==> config.mk <==
export PLATFORM = sky130hd
export DESIGN_NAME = turn_signal_seq_n
export DESIGN_NICKNAME = d
export VERILOG_FILES = /design/src/rtl/turn_signal_pkg.sv /design/src/rtl/blink_tick_gen.sv /design/src/rtl/turn_signal_seq_n.sv
export SDC_FILE = /design/constraint.sdc
export NUM_CORES = 1
export LEC_CHECK = 0
export BUFFER_PORTS_ARGS = -buffer_cell sky130_fd_sc_hd__buf_2
export CAP_MARGIN = 15
export CORE_AREA = 10 10 47 49
export CTS_CLUSTER_DIAMETER = 100
export CTS_CLUSTER_SIZE = 16
export DETAILED_ROUTE_END_ITERATION = 12
export DIE_AREA = 0 0 57 59
export GPL_TIMING_DRIVEN = 0
export HOLD_SLACK_MARGIN = 0.08
export PLACE_DENSITY = 0.71
export SLEW_MARGIN = 20
export SYNTH_ARGS = -nofsm -noshare
export SYNTH_HDL_FRONTEND = slang
export SYNTH_HIERARCHICAL = 1
export SYNTH_SLANG_ARGS = --single-unit
==> constraint.sdc <==
create_clock -name clk -period 2.24 [get_ports clk]
set_input_delay 0.336 -clock clk [delete_from_list [all_inputs] [get_ports clk]]
set_output_delay 0.336 -clock clk [all_outputs]
set_load 0.01 [all_outputs]
==> src/rtl/turn_signal_pkg.sv <==
// Shared types for the tail-light turn-signal sequencer.
// The mode encoding doubles as the external mode port value.
package turn_signal_pkg;

    typedef enum logic [1:0] {
        MODE_IDLE   = 2'd0,
        MODE_LEFT   = 2'd1,
        MODE_RIGHT  = 2'd2,
        MODE_HAZARD = 2'd3
    } mode_t;

    typedef enum logic [1:0] {
        ST_IDLE,
        ST_LEFT,
        ST_RIGHT,
        ST_HAZ_ON
    } state_t;

endpackage

==> src/rtl/blink_tick_gen.sv <==
// Blink-step prescaler: tick is high for one clock every TICK_DIV clocks.
// With TICK_DIV=1 the counter never leaves zero, so tick is constantly high.
module blink_tick_gen #(
    parameter int TICK_DIV = 1
) (
    input  logic clk,
    input  logic reset,
    output logic tick
);

    localparam int CNT_W = (TICK_DIV > 1) ? $clog2(TICK_DIV) : 1;
    localparam logic [CNT_W-1:0] CNT_MAX = CNT_W'(TICK_DIV - 1);
    localparam logic [CNT_W-1:0] CNT_ONE = CNT_W'(1);

    logic [CNT_W-1:0] r_cnt;

    assign tick = (r_cnt == CNT_MAX);

    // NOTE: sequential state uses non-blocking assignments so every register samples pre-edge values.
    always_ff @(posedge clk) begin
        if (reset) begin
            r_cnt <= '0;
        end else if (tick) begin
            r_cnt <= '0;
        end else begin
            r_cnt <= r_cnt + CNT_ONE;
        end
    end

endmodule

==> src/rtl/turn_signal_seq_n.sv <==
// N-lamp-per-side turn-signal sequencer with hazard mode and step prescaler.
// State, position and lamp outputs all advance only on prescaler ticks.
module turn_signal_seq_n
    import turn_signal_pkg::*;
#(
    parameter int N_LAMPS   = 3,
    parameter int TICK_DIV  = 1,
    parameter bit HAZARD_EN = 1'b1
) (
    input  logic               clk,
    input  logic               reset,
    input  logic               left,
    input  logic               right,
    output logic [N_LAMPS-1:0] l_lamps,
    output logic [N_LAMPS-1:0] r_lamps,
    output logic               busy,
    output logic [1:0]         mode
);

    localparam int POS_W = $clog2(N_LAMPS + 1);
    localparam logic [POS_W-1:0] POS_MAX = POS_W'(N_LAMPS);
    localparam logic [POS_W-1:0] POS_ONE = POS_W'(1);

    state_t             r_state;
    mode_t              r_mode;
    logic [POS_W-1:0]   r_pos;
    logic [N_LAMPS-1:0] r_l_lamps;
    logic [N_LAMPS-1:0] r_r_lamps;
    logic               r_busy;
    logic               w_tick;

    // Lowest k lamps lit; k == N_LAMPS lights the whole side.
    function automatic logic [N_LAMPS-1:0] thermo(input logic [POS_W-1:0] k);
        return ~({N_LAMPS{1'b1}} << k);
    endfunction

    blink_tick_gen #(
        .TICK_DIV(TICK_DIV)
    ) u_tick (
        .clk  (clk),
        .reset(reset),
        .tick (w_tick)
    );

    // NOTE: outputs are decoded from the next state inside the same register stage, so lamps never glitch on inputs.
    always_ff @(posedge clk) begin
        if (reset) begin
            r_state   <= ST_IDLE;
            r_mode    <= MODE_IDLE;
            r_pos     <= '0;
            r_l_lamps <= '0;
            r_r_lamps <= '0;
            r_busy    <= 1'b0;
        end else if (w_tick) begin
            // Every branch falls back to IDLE unless it claims another state below.
            r_state   <= ST_IDLE;
            r_mode    <= MODE_IDLE;
            r_pos     <= '0;
            r_l_lamps <= '0;
            r_r_lamps <= '0;
            r_busy    <= 1'b0;
            case (r_state)
                ST_IDLE: begin
                    if (left && !right) begin
                        r_state   <= ST_LEFT;
                        r_mode    <= MODE_LEFT;
                        r_pos     <= POS_ONE;
                        r_l_lamps <= thermo(POS_ONE);
                        r_busy    <= 1'b1;
                    end else if (right && !left) begin
                        r_state   <= ST_RIGHT;
                        r_mode    <= MODE_RIGHT;
                        r_pos     <= POS_ONE;
                        r_r_lamps <= thermo(POS_ONE);
                        r_busy    <= 1'b1;
                    end else if (left && right && HAZARD_EN) begin
                        r_state   <= ST_HAZ_ON;
                        r_mode    <= MODE_HAZARD;
                        r_l_lamps <= '1;
                        r_r_lamps <= '1;
                        r_busy    <= 1'b1;
                    end
                end
                ST_LEFT: begin
                    if (r_pos < POS_MAX) begin
                        r_state   <= ST_LEFT;
                        r_mode    <= MODE_LEFT;
                        r_pos     <= r_pos + POS_ONE;
                        r_l_lamps <= thermo(r_pos + POS_ONE);
                        r_busy    <= 1'b1;
                    end
                end
                ST_RIGHT: begin
                    if (r_pos < POS_MAX) begin
                        r_state   <= ST_RIGHT;
                        r_mode    <= MODE_RIGHT;
                        r_pos     <= r_pos + POS_ONE;
                        r_r_lamps <= thermo(r_pos + POS_ONE);
                        r_busy    <= 1'b1;
                    end
                end
                ST_HAZ_ON: begin
                end
                default: begin
                end
            endcase
        end
    end

    assign l_lamps = r_l_lamps;
    assign r_lamps = r_r_lamps;
    assign busy    = r_busy;
    assign mode    = r_mode;

endmodule

* Word level (Yosys, flattened, before mapping)
Index checks and enable logic that the tools add are counted.
** Storage, ports and cells
- Register bits after elaboration :: 12
- Input port bits :: 4
- Output and inout port bits :: 9
- Logic and storage cells :: 45
** Cells by class
- Add/sub/neg operators :: 2
- Order comparisons :: 1
- Equality and inequality tests :: 2
- Shifts and indexed selects :: 1
- Mux-type cells :: 23
- Bitwise operators :: 2
- Reduce and logical (&&, ||, !) cells :: 8
** Operators with widths (count)
- 3-bit two-way mux :: 6
- 3-bit one-hot mux with 2 select lines :: 2
- 2-bit two-way mux :: 5
- 1-bit two-way mux :: 7
- 2-bit one-hot mux with 3 select lines :: 1
- 2-bit one-hot mux with 2 select lines :: 1
- 2-bit OR reduction :: 2
- 1-bit logical AND :: 3
- 3-bit inverter :: 1
- 3-bit by 2-bit << shifter with 3-bit output (first input constant) :: 1
- 2-bit by 1-bit adder with 2-bit output (second input constant) :: 1
- 2-bit by 1-bit == test with 1-bit output (second input constant) :: 1
- 2-bit == test (second input constant) :: 1
- 1-bit logical NOT :: 2
- 2-bit logical NOT :: 1
- 2-bit < comparator (second input constant) :: 1
- 1-bit one-hot mux with 2 select lines :: 1
- 1-bit adder (second input constant) :: 1
- 1-bit inverter :: 1

* Logic depth before layout (Yosys ltp)
Gate-level depths: netlist of the first run.
- Depth after elaboration :: 5
- Mapped depth :: 5
- Depth with buffers taken out :: 5

* Hierarchy
Netlist of the first run, hierarchy kept.
** Modules (own cells, without submodules)
- turn_signal_seq_n :: instances 1, cells each 73, area an instance 630.6 um^2, sequential area each 220.2 um^2
- blink_tick_gen :: instances 1, cells each 3, area an instance 27.5 um^2, sequential area each 20.0 um^2

* Least setup slack after synthesis of the first run
Ideal clock, no wire load.
- Kind :: register to register
- Start :: register mode[0] (netlist name)
- End :: register r_mode[1], in the netlist mode[1]
- Setup time :: 0.132 ns
- Data arrival time :: 1.159 ns
- Required time :: 2.108 ns
- Setup slack :: 0.949 ns
- Cell stages (with the launch flop) :: 6
- Path buffers :: 0
- Period minus slack after synthesis :: 1.291 ns
- Cells stage by stage :: dfxtp_1 -> inv_1 -> ha_1 -> nor2b_1 -> a221oi_1 -> nor3_1
** RTL lines
- end signal: assignment :: RTL line turn_signal_seq_n.sv:49 : r_mode <= MODE_IDLE;
- end signal: assignment :: RTL line turn_signal_seq_n.sv:57 : r_mode <= MODE_IDLE;
- end signal: assignment :: RTL line turn_signal_seq_n.sv:66 : r_mode <= MODE_LEFT;
- end: declaration :: RTL line turn_signal_seq_n.sv:25 : mode_t r_mode;

==> impl_metrics.env, run 1 <==
export IMPL_status="finished clean"
export IMPL_vias=517
export IMPL_power_total_w=0.000460
export IMPL_ctsHoldBuffers=0
export IMPL_vias_per_cell=4.83
export IMPL_rsz0062_at_grt="no"
export IMPL_grt_pass1_vias=486
export IMPL_drtIter0Drc=7
export IMPL_combPwrFrac_pct=20.7
export IMPL_ctsHtreeMaxLevel=1
export IMPL_finClkSkew_ns=0.00135
export IMPL_ys_types=22
export IMPL_grt_pass1_wl_mm=2.04
export IMPL_globalplace_congestion=0.878
export IMPL_nets=107
export IMPL_worstHoldStart="reset"
export IMPL_post_cts_setup_buffer_count=0
export IMPL_multi_input_area_um2=377
export IMPL_ys_warn_count=6
export IMPL_crit_start="mode[0]"
export IMPL_cpMaxStageDelayCell="dfxtp_1"
export IMPL_yosysTopAreaCell="dfxtp_1"
export IMPL_num_antenna_cells=0
export IMPL_p_switching_w=0.000125
export IMPL_regToRegStartpoint="mode[0]"
export IMPL_initial_core_util_pct=47.0
export IMPL_pre_cts_ws_ns=0.802
export IMPL_tritoncts="done"
export IMPL_cp_cell_sequence="inv_1 > ha_1 > nor2b_1 > a221oi_1 > nor3_1"
export IMPL_ff_latch_area_um2=240
export IMPL_end_kind="flop"
export IMPL_port_buffers=12
export IMPL_cts_resized=0
export IMPL_drc=0
export IMPL_die_y_um=59
export IMPL_cp_max_fo=5
export IMPL_synth_ff_type="dfxtp_1"
export IMPL_netlist_area_um2=658
export IMPL_syn_nets=90
export IMPL_synth_area_leaders="dfxtp_1 (37%), ha_1 (19%), a211oi_1 (5.7%)"
export IMPL_slowest_delay_ns=0.41
export IMPL_grt_util_all_layers_pct=7.43
export IMPL_drive_gt1_share_pct=19.8
export IMPL_rows=14
export IMPL_p_per_area_nw_per_um2=605
export IMPL_avgSynthCellArea_um2=8.66
export IMPL_route_met3_wl_um=101
export IMPL_synth_seq_cells=12
export IMPL_wl_per_cell_um=11.9
export IMPL_clock_latency_ns=0.26
export IMPL_clk_pin_slew_ns=0.07
export IMPL_clock_sinks=12
export IMPL_slew_violations=0
export IMPL_synthTopCellsByCount="dfxtp_1 (12), ha_1 (10), nor2_1 (7), a21oi_1 (6), inv_1 (6)"
export IMPL_finalSetupViolCount=0
export IMPL_finalCoreUtilization_pct=54.3
export IMPL_hpwl_mm=1.04
export IMPL_timing_final_ws_setup_ns=0.888
export IMPL_core_area_um2=1400
export IMPL_required_ns=2.38
export IMPL_drt_pass1_iter_count=4
export IMPL_setup_tns_ns=0
export IMPL_cts_made_buffers=3
export IMPL_internal_power_w=0.000335
export IMPL_wl_met2_um=611
export IMPL_routed_wl_mm=1.27
export IMPL_die_area_um2=3360
export IMPL_die_w_um=57
export IMPL_synth_edf_count=0
export IMPL_fillers=130
export IMPL_antenna_found_initial=0
export IMPL_finalHoldViolCount=0
export IMPL_clock_fmax_ghz=0.739
export IMPL_worst_hold_path_type="primary input to flop"
export IMPL_finalNonFillerCells=107
export IMPL_met1_length_um=562
export IMPL_boundaryPins=13
export IMPL_sw_frac_of_total_pct=27.2
export IMPL_critPathLaunchType="flop"
export IMPL_overflow=0
export IMPL_syn_to_final_growth_pct=15.6
export IMPL_syn_inst=76
export IMPL_crit_arrival_ns=1.49
export IMPL_drv_cap=0
export IMPL_antenna_left=0
export IMPL_clockPowerShare_pct=27.3
export IMPL_criticalPathCategory="flop to flop"
export IMPL_async_reset_ff_share_pct=0
export IMPL_clock_path_buffers=2
export IMPL_p_leak_nw=0.357
export IMPL_finalCritPeriodShare_pct=60.4
export IMPL_synth_most_common_cell="dfxtp_1"
export IMPL_seq_area_frac_synth_pct=36.5
export IMPL_topRoutingLayerUsed="met3"
export IMPL_seqPwrFrac_pct=51.9
export IMPL_dp_cells=104
export IMPL_grt_max_degree=11
export IMPL_cts_root_buf="clkbuf_4"
export IMPL_ir_drop_v=0.000459
export IMPL_period_needed_ns=1.35
export IMPL_synth_top_area_share_pct=36.5
export IMPL_reg2reg_slack_ns=0.89
final timing paths:
check	end	depth (start not counted)
setup / recovery	mode[1]	5
hold / removal	r_lamps[0]	2
hold reg to reg	busy	2
setup reg to reg	mode[1]	5
worst max-delay path: cells and delay by family (launching register included):
kind                     cells  cell delay [ns]
flip-flops                   1             0.41
adder cells (fa/ha/maj)      1             0.24
AO/OA/AOI/OAI                1             0.24
AND/OR/NAND/NOR              2             0.23
buffers and inverters        1             0.09
state kept, by name (all words and copies together), names as in the netlist:
register,count
u_tick/r_cnt,1
r_pos,2
l_lamps,3
busy,1
r_lamps,3
mode,2
cells by family after synthesis:
group,after synthesis,share of synthesized area [%]
AOI/OAI and AO/OA,16,15.0
adders and majority gates,10,19.0
buffers and inverters,9,6.27
DFF,12,36.5
other,1,0.570
and+or+nand+nor,28,22.6
layer usage:
metal  global-route usage (%)  vias to the layer above
li1                         -                      286
met1                     7.84                      221
met2                     12.7                       10
met3                     5.15                        0
met4                        0                        0
met5                        0                        -
final cells by class:
class                   instances  area share, %
clock buffers                   3           2.96
repair buffers                 12           7.89
flip-flops and latches         12           31.6
well taps                      16           2.63
plain buffers                   2           1.97
multi-input cells              55           49.5
inverters                       7           3.45
power by group through the flow:
stage | combinational [W] | sequential [W] | clock [W]
after floorplan | 0.0000602 | 0.000249 | 0
after global placement | 0.0000941 | 0.000243 | 0
after detailed placement | 0.0000964 | 0.000244 | 0
after CTS | 0.0000968 | 0.000239 | 0.000130
after global routing | 0.000106 | 0.000241 | 0.000138
final | 0.0000954 | 0.000239 | 0.000126
through the flow:
step	hold WS (ns)	cell area, um2
CTS	0.236	761
finish	0.241	761
global route	0.250	761
global placement	0.446	738
floorplan	0.415	658
detailed placement	0.457	738
layout by cell type, fill, tap and decap left out, types with 4 or more instances in the layout:
| cell | synthesis | final |
|---|---|---|
| buf_2 | 0 | 12 |
| dfxtp_1 | 12 | 12 |
| nor2_1 | 7 | 7 |
| ha_1 | 10 | 10 |
| nor2b_1 | 5 | 5 |
| nor3_1 | 4 | 4 |
| inv_1 | 6 | 6 |
| a21oi_1 | 6 | 6 |
| a211oi_1 | 5 | 5 |
| nand2_1 | 5 | 5 |
Power figures use the tool's default switching activity.
==> run 2, diff against run 1 <==
--- a/config.mk
+++ b/config.mk
@@ -7,14 +7,14 @@
 export LEC_CHECK = 0
 export BUFFER_PORTS_ARGS = -buffer_cell sky130_fd_sc_hd__buf_2
 export CAP_MARGIN = 15
-export CORE_AREA = 10 10 47 49
+export CORE_AREA = 10 10 49 51
 export CTS_CLUSTER_DIAMETER = 100
 export CTS_CLUSTER_SIZE = 16
 export DETAILED_ROUTE_END_ITERATION = 12
-export DIE_AREA = 0 0 57 59
+export DIE_AREA = 0 0 59 61
 export GPL_TIMING_DRIVEN = 0
 export HOLD_SLACK_MARGIN = 0.08
-export PLACE_DENSITY = 0.71
+export PLACE_DENSITY = 0.67
 export SLEW_MARGIN = 20
 export SYNTH_ARGS = -nofsm -noshare
 export SYNTH_HDL_FRONTEND = slang
==> constraint.sdc (replaced) <==
create_clock -name clk -period 1.1 [get_ports clk]
set_input_delay 0.165 -clock clk [delete_from_list [all_inputs] [get_ports clk]]
set_output_delay 0.165 -clock clk [all_outputs]
set_load 0.01 [all_outputs]
==> run 2 against run 1 <==
The flow now finishes with violations (negative setup slack). Clock power grew to 2.9 times the previous value. Cell count increased by 4.7%. Global-route usage is 1.3 points higher. Highest routed layer is now met4. Routed wire length rose by 17%.
==> impl_metrics.env, run 2 (synthesis gave the netlist of run 1 again) <==
export IMPL_port_buffers=12
export IMPL_initial_core_util_pct=44.7
export IMPL_dp_cells=104
export IMPL_cp_max_fo=4
export IMPL_core_area_um2=1470
export IMPL_design_area_um2=921
export IMPL_finalCoreUtilization_pct=62.6
export IMPL_drive_gt1_share_pct=45.8
export IMPL_clock_path_buffers=2
export IMPL_tritoncts="done"
export IMPL_hpwl_mm=1.02
export IMPL_status="finished, violations left"
export IMPL_drc=0
export IMPL_rsz0062_at_grt="yes"
export IMPL_overflow=0
export IMPL_drv_cap=0
export IMPL_antenna_left=0
export IMPL_post_dp_cell_area_um2=772
export IMPL_boundaryPins=13
export IMPL_grt_pass1_vias=513
export IMPL_timing_final_ws_setup_ns=-0.0554
export IMPL_syn_to_final_growth_pct=39.9
export IMPL_vias_per_cell=5.06
export IMPL_rows=14
export IMPL_ctsHtreeMaxLevel=1
export IMPL_clock_latency_ns=0.28
export IMPL_p_per_area_nw_per_um2=1220
export IMPL_setup_tns_ns=-0.147
export IMPL_slew_violations=0
export IMPL_die_w_um=59
export IMPL_reg2reg_slack_ns=-0.06
export IMPL_grt_pass1_wl_mm=2.31
export IMPL_cts_made_buffers=3
export IMPL_fillers=126
export IMPL_grt_util_all_layers_pct=8.68
export IMPL_period_needed_ns=1.16
export IMPL_critPathLaunchType="flop"
export IMPL_clk_pin_slew_ns=0.08
export IMPL_vias=567
export IMPL_criticalPathCategory="flop to flop"
export IMPL_globalplace_congestion=0.821
export IMPL_grt_max_degree=11
export IMPL_antenna_found_initial=0
export IMPL_finalHoldViolCount=0
export IMPL_crit_arrival_ns=1.31
export IMPL_fin_hold_ws_ns=0.365
export IMPL_p_leak_nw=0.405
export IMPL_wl_per_cell_um=13.3
export IMPL_die_y_um=61
export IMPL_clock_sinks=12
export IMPL_final_common_cell="buf_2"
export IMPL_finClkSkew_ns=0.00421
export IMPL_clock_fmax_ghz=0.866
export IMPL_finalSetupViolCount=6
export IMPL_routed_wl_mm=1.49
export IMPL_ir_drop_v=0.000746
export IMPL_drtIter0Drc=9
export IMPL_worst_hold_path_type="primary input to flop"
export IMPL_finalCritPeriodShare_pct=105
export IMPL_required_ns=1.25
export IMPL_num_antenna_cells=0
export IMPL_drt_pass1_iter_count=3
export IMPL_end_kind="flop"
export IMPL_die_area_um2=3600
export IMPL_violations="negative setup slack"
export IMPL_mostFrequentLayoutCells="buf_2 (11), dfxtp_1 (8), nor2_1 (7)"
export IMPL_cts_root_buf="clkbuf_4"
export IMPL_nets=111
export IMPL_finalNonFillerCells=112
run 2: metal layers:
layer  global-route usage, %  part of all wire, %  wire (um)
met1                    9.39                   42        618
met2                    12.9                   48        706
met3                    4.59                  7.9        117
met4                    5.90                  3.0         44
met5                       0                    0          0
run 2: repair_timing:
action / CTS / global route
endpoints found under the hold margin: 1 / 0
setup buffers: 2 / 1
hold buffers: 1 / 0
pin swaps: 2 / 4
gates resized for setup: 12 / 10
setup endpoints to repair: 11 / 11
run 2: area by class of cell:
| type | instances | area [um2] | share of cell area [%] |
|---|---|---|---|
| Buffer | 2 | 15.0 | 1.63 |
| Sequential cell | 12 | 253 | 27.4 |
| Clock buffer | 4 | 36.3 | 3.94 |
| Timing Repair Buffer | 16 | 98.8 | 10.7 |
| Multi-Input combinational cell | 55 | 469 | 51.0 |
| Tap cell | 16 | 20.0 | 2.17 |
| Inverter | 7 | 28.8 | 3.13 |
run 2: final timing paths:
| path | startpoint | endpoint | cells past startpoint |
|---|---|---|---|
| setup / recovery | mode[1] | r_pos[0] | 5 |
| hold / removal | reset | r_pos[1] | 3 |
| setup reg to reg | mode[1] | r_pos[0] | 5 |
| hold reg to reg | r_lamps[0] | r_lamps[0] | 2 |
run 2: metrics by stage:
stage	power (W)	setup slack (ns)
after floorplan	0.000647	-0.0243
after global placement	0.000711	-0.121
after detailed placement	0.000714	-0.145
after CTS	0.00111	-0.0576
after global routing	0.00119	-0.110
final	0.00112	-0.0554
run 2: power breakdown:
| part | switching (W) | internal (W) |
|---|---|---|
| Clock | 0.000160 | 0.000202 |
| Sequential | 0.0000222 | 0.000465 |
| Combinational | 0.000135 | 0.000139 |
run 2: worst max-delay path, stage by stage (launching register included):
cell	delay, ns
dfxtp_4	0.39
inv_4	0.04
ha_4	0.23
nor3b_2	0.15
o21ai_1	0.13
a21oi_1	0.08
==> run 3, diff against run 2 <==
--- a/config.mk
+++ b/config.mk
@@ -5,16 +5,16 @@
 export SDC_FILE = /design/constraint.sdc
 export NUM_CORES = 1
 export LEC_CHECK = 0
-export BUFFER_PORTS_ARGS = -buffer_cell sky130_fd_sc_hd__buf_2
 export CAP_MARGIN = 15
-export CORE_AREA = 10 10 49 51
+export CORE_AREA = 10 10 47 49
 export CTS_CLUSTER_DIAMETER = 100
 export CTS_CLUSTER_SIZE = 16
 export DETAILED_ROUTE_END_ITERATION = 12
-export DIE_AREA = 0 0 59 61
+export DIE_AREA = 0 0 57 59
+export DONT_BUFFER_PORTS = 1
 export GPL_TIMING_DRIVEN = 0
 export HOLD_SLACK_MARGIN = 0.08
-export PLACE_DENSITY = 0.67
+export PLACE_DENSITY = 0.65
 export SLEW_MARGIN = 20
 export SYNTH_ARGS = -nofsm -noshare
 export SYNTH_HDL_FRONTEND = slang
==> run 3 against run 2 <==
Utilization is 4.3 points lower. Cell area is 11% lower. Largest cell class unchanged. Power is 4.3% lower. Routed wire length is 4.0% lower. Combinational power is 24% lower. Count of clock-buffer cells in the layout stayed put. Clock power hardly changed. Critical path type unchanged. Die area is 6.6% lower. Critical endpoint is now mode[1]. The flow still finishes with violations (negative setup slack). Sequential power is 4.3% higher. First-iteration DRC count is 56% lower. Worst setup slack worse by 0.059 ns. Sequential share of layout area is 3.2 points higher.
==> impl_metrics.env, run 3 (synthesis gave the netlist of run 1 again) <==
export IMPL_status="finished, violations left"
export IMPL_violations="negative setup slack"
export IMPL_power_total_w=0.00107
export IMPL_fin_hold_ws_ns=0.276
export IMPL_core_area_um2=1400
export IMPL_initial_core_util_pct=47.0
export IMPL_finalSetupViolCount=8
export IMPL_grt_max_degree=11
export IMPL_clock_fmax_ghz=0.823
export IMPL_p_per_area_nw_per_um2=1310
export IMPL_clk_pin_slew_ns=0.09
export IMPL_globalplace_congestion=0.731
export IMPL_rows=14
export IMPL_required_ns=1.26
export IMPL_drive_gt1_share_pct=32.9
export IMPL_cp_max_fo=6
export IMPL_pre_cts_ws_ns=-0.0962
export IMPL_seqPwrFrac_pct=47.3
export IMPL_grt_util_all_layers_pct=8.59
export IMPL_p_switching_w=0.000302
export IMPL_wl_per_cell_um=14.6
export IMPL_tritoncts="done"
export IMPL_overflow=0
export IMPL_cts_root_buf="clkbuf_4"
export IMPL_timing_final_ws_setup_ns=-0.115
export IMPL_boundaryPins=13
export IMPL_die_area_um2=3360
export IMPL_antenna_found_initial=0
export IMPL_clock_sinks=12
export IMPL_finalCritPeriodShare_pct=110
export IMPL_multi_input_area_um2=447
export IMPL_vias_per_cell=5.27
export IMPL_drtIter0Drc=4
export IMPL_die_y_um=59
export IMPL_drt_pass1_iter_count=2
export IMPL_routed_wl_mm=1.43
export IMPL_vias=516
export IMPL_syn_to_final_growth_pct=24.1
export IMPL_port_buffers=0
export IMPL_antenna_left=0
export IMPL_critPathLaunchType="flop"
export IMPL_p_leak_nw=0.335
export IMPL_nets=97
export IMPL_worst_hold_path_type="primary input to flop"
export IMPL_mostFrequentLayoutCells="dfxtp_1 (8), nor2_1 (7), ha_1 (6)"
export IMPL_crit_arrival_ns=1.37
export IMPL_finClkSkew_ns=0.00981
export IMPL_grt_use_met2_pct=13.3
export IMPL_grt_pass1_vias=523
export IMPL_end_kind="flop"
export IMPL_cts_made_buffers=3
export IMPL_finalHoldViolCount=0
export IMPL_top_usage_layer="met2"
export IMPL_hpwl_um=955
export IMPL_ctsHtreeMaxLevel=1
export IMPL_clock_latency_ns=0.28
export IMPL_die_w_um=57
export IMPL_period_needed_ns=1.21
export IMPL_drc=0
export IMPL_rsz0062_at_grt="yes"
export IMPL_internal_power_w=0.000772
export IMPL_fillers=121
export IMPL_grt_pass1_wl_mm=2.28
export IMPL_slew_violations=0
export IMPL_combPwrFrac_pct=19.3
export IMPL_final_common_cell="dfxtp_1"
export IMPL_num_antenna_cells=0
export IMPL_ff_latch_area_um2=250
export IMPL_criticalPathCategory="flop to flop"
export IMPL_use_met1_pct=8.65
export IMPL_use_met3_pct=3.65
export IMPL_ir_drop_v=0.000625
export IMPL_clock_path_buffers=2
export IMPL_clockPowerShare_pct=33.4
export IMPL_sw_frac_of_total_pct=28.1
export IMPL_drv_cap=0
## run 3: cell type report
class / count / share of cell area [%]
well taps: 16 / 2.45
repair buffers: 2 / 2.14
clock buffers: 4 / 4.44
multi-input cells: 55 / 54.7
flip-flops and latches: 12 / 30.6
plain buffers: 2 / 1.84
inverters: 7 / 3.83
## run 3: power groups by stage
stage	Combinational, W	Sequential [W]	Clock (W)
5_1_grt	0.000229	0.000515	0.000388
3_5_place_dp	0.000167	0.000518	0
2_1_floorplan	0.000138	0.000509	0
3_3_place_gp	0.000164	0.000517	0
6_report	0.000207	0.000508	0.000359
4_1_cts	0.000195	0.000507	0.000371
## run 3: final timing paths
path	from	endpoint	slack (ns)	cells past startpoint
max reg2reg	mode[1]	mode[1]	-0.11	5
min reg2reg	busy	busy	0.52	2
min	reset	r_pos[1]	0.28	2
max	mode[1]	mode[1]	-0.11	5
## run 3: per-stage QoR
stage	instance area, um2	TNS [ns]	instances	utilization [%]
global placement	712	-0.759	92	50.8
floorplan	692	-0.0389	76	-
global route	817	-1.10	98	58.3
finish	817	-0.419	98	58.3
detailed placement	712	-0.693	92	50.8
CTS	798	-0.412	98	57.0
## run 3: worst max-delay path, cell delays in order (launching register included)
cell and delay (ns):
dfxtp_4 0.42, inv_4 0.05, ha_4 0.17, nor2b_4 0.13
a221oi_2 0.24, nor3_1 0.08
## run 3: routing by layer
metal | vias to the layer above | part of all wire (%)
li1 | 266 | -
met1 | 231 | 42
met2 | 13 | 47
met3 | 6 | 8.1
met4 | 0 | 3.0
met5 | - | 0
## run 3: what timing repair did
action | 4_1_cts | 5_1_grt
pin swaps | 4 | 1
hold endpoints to repair | 1 | 0
endpoints found under the setup margin | 11 | 11
hold buffers | 1 | 0
gates cloned | 0 | 0
gates resized for setup | 9 | 7
setup buffers | 1 | 0
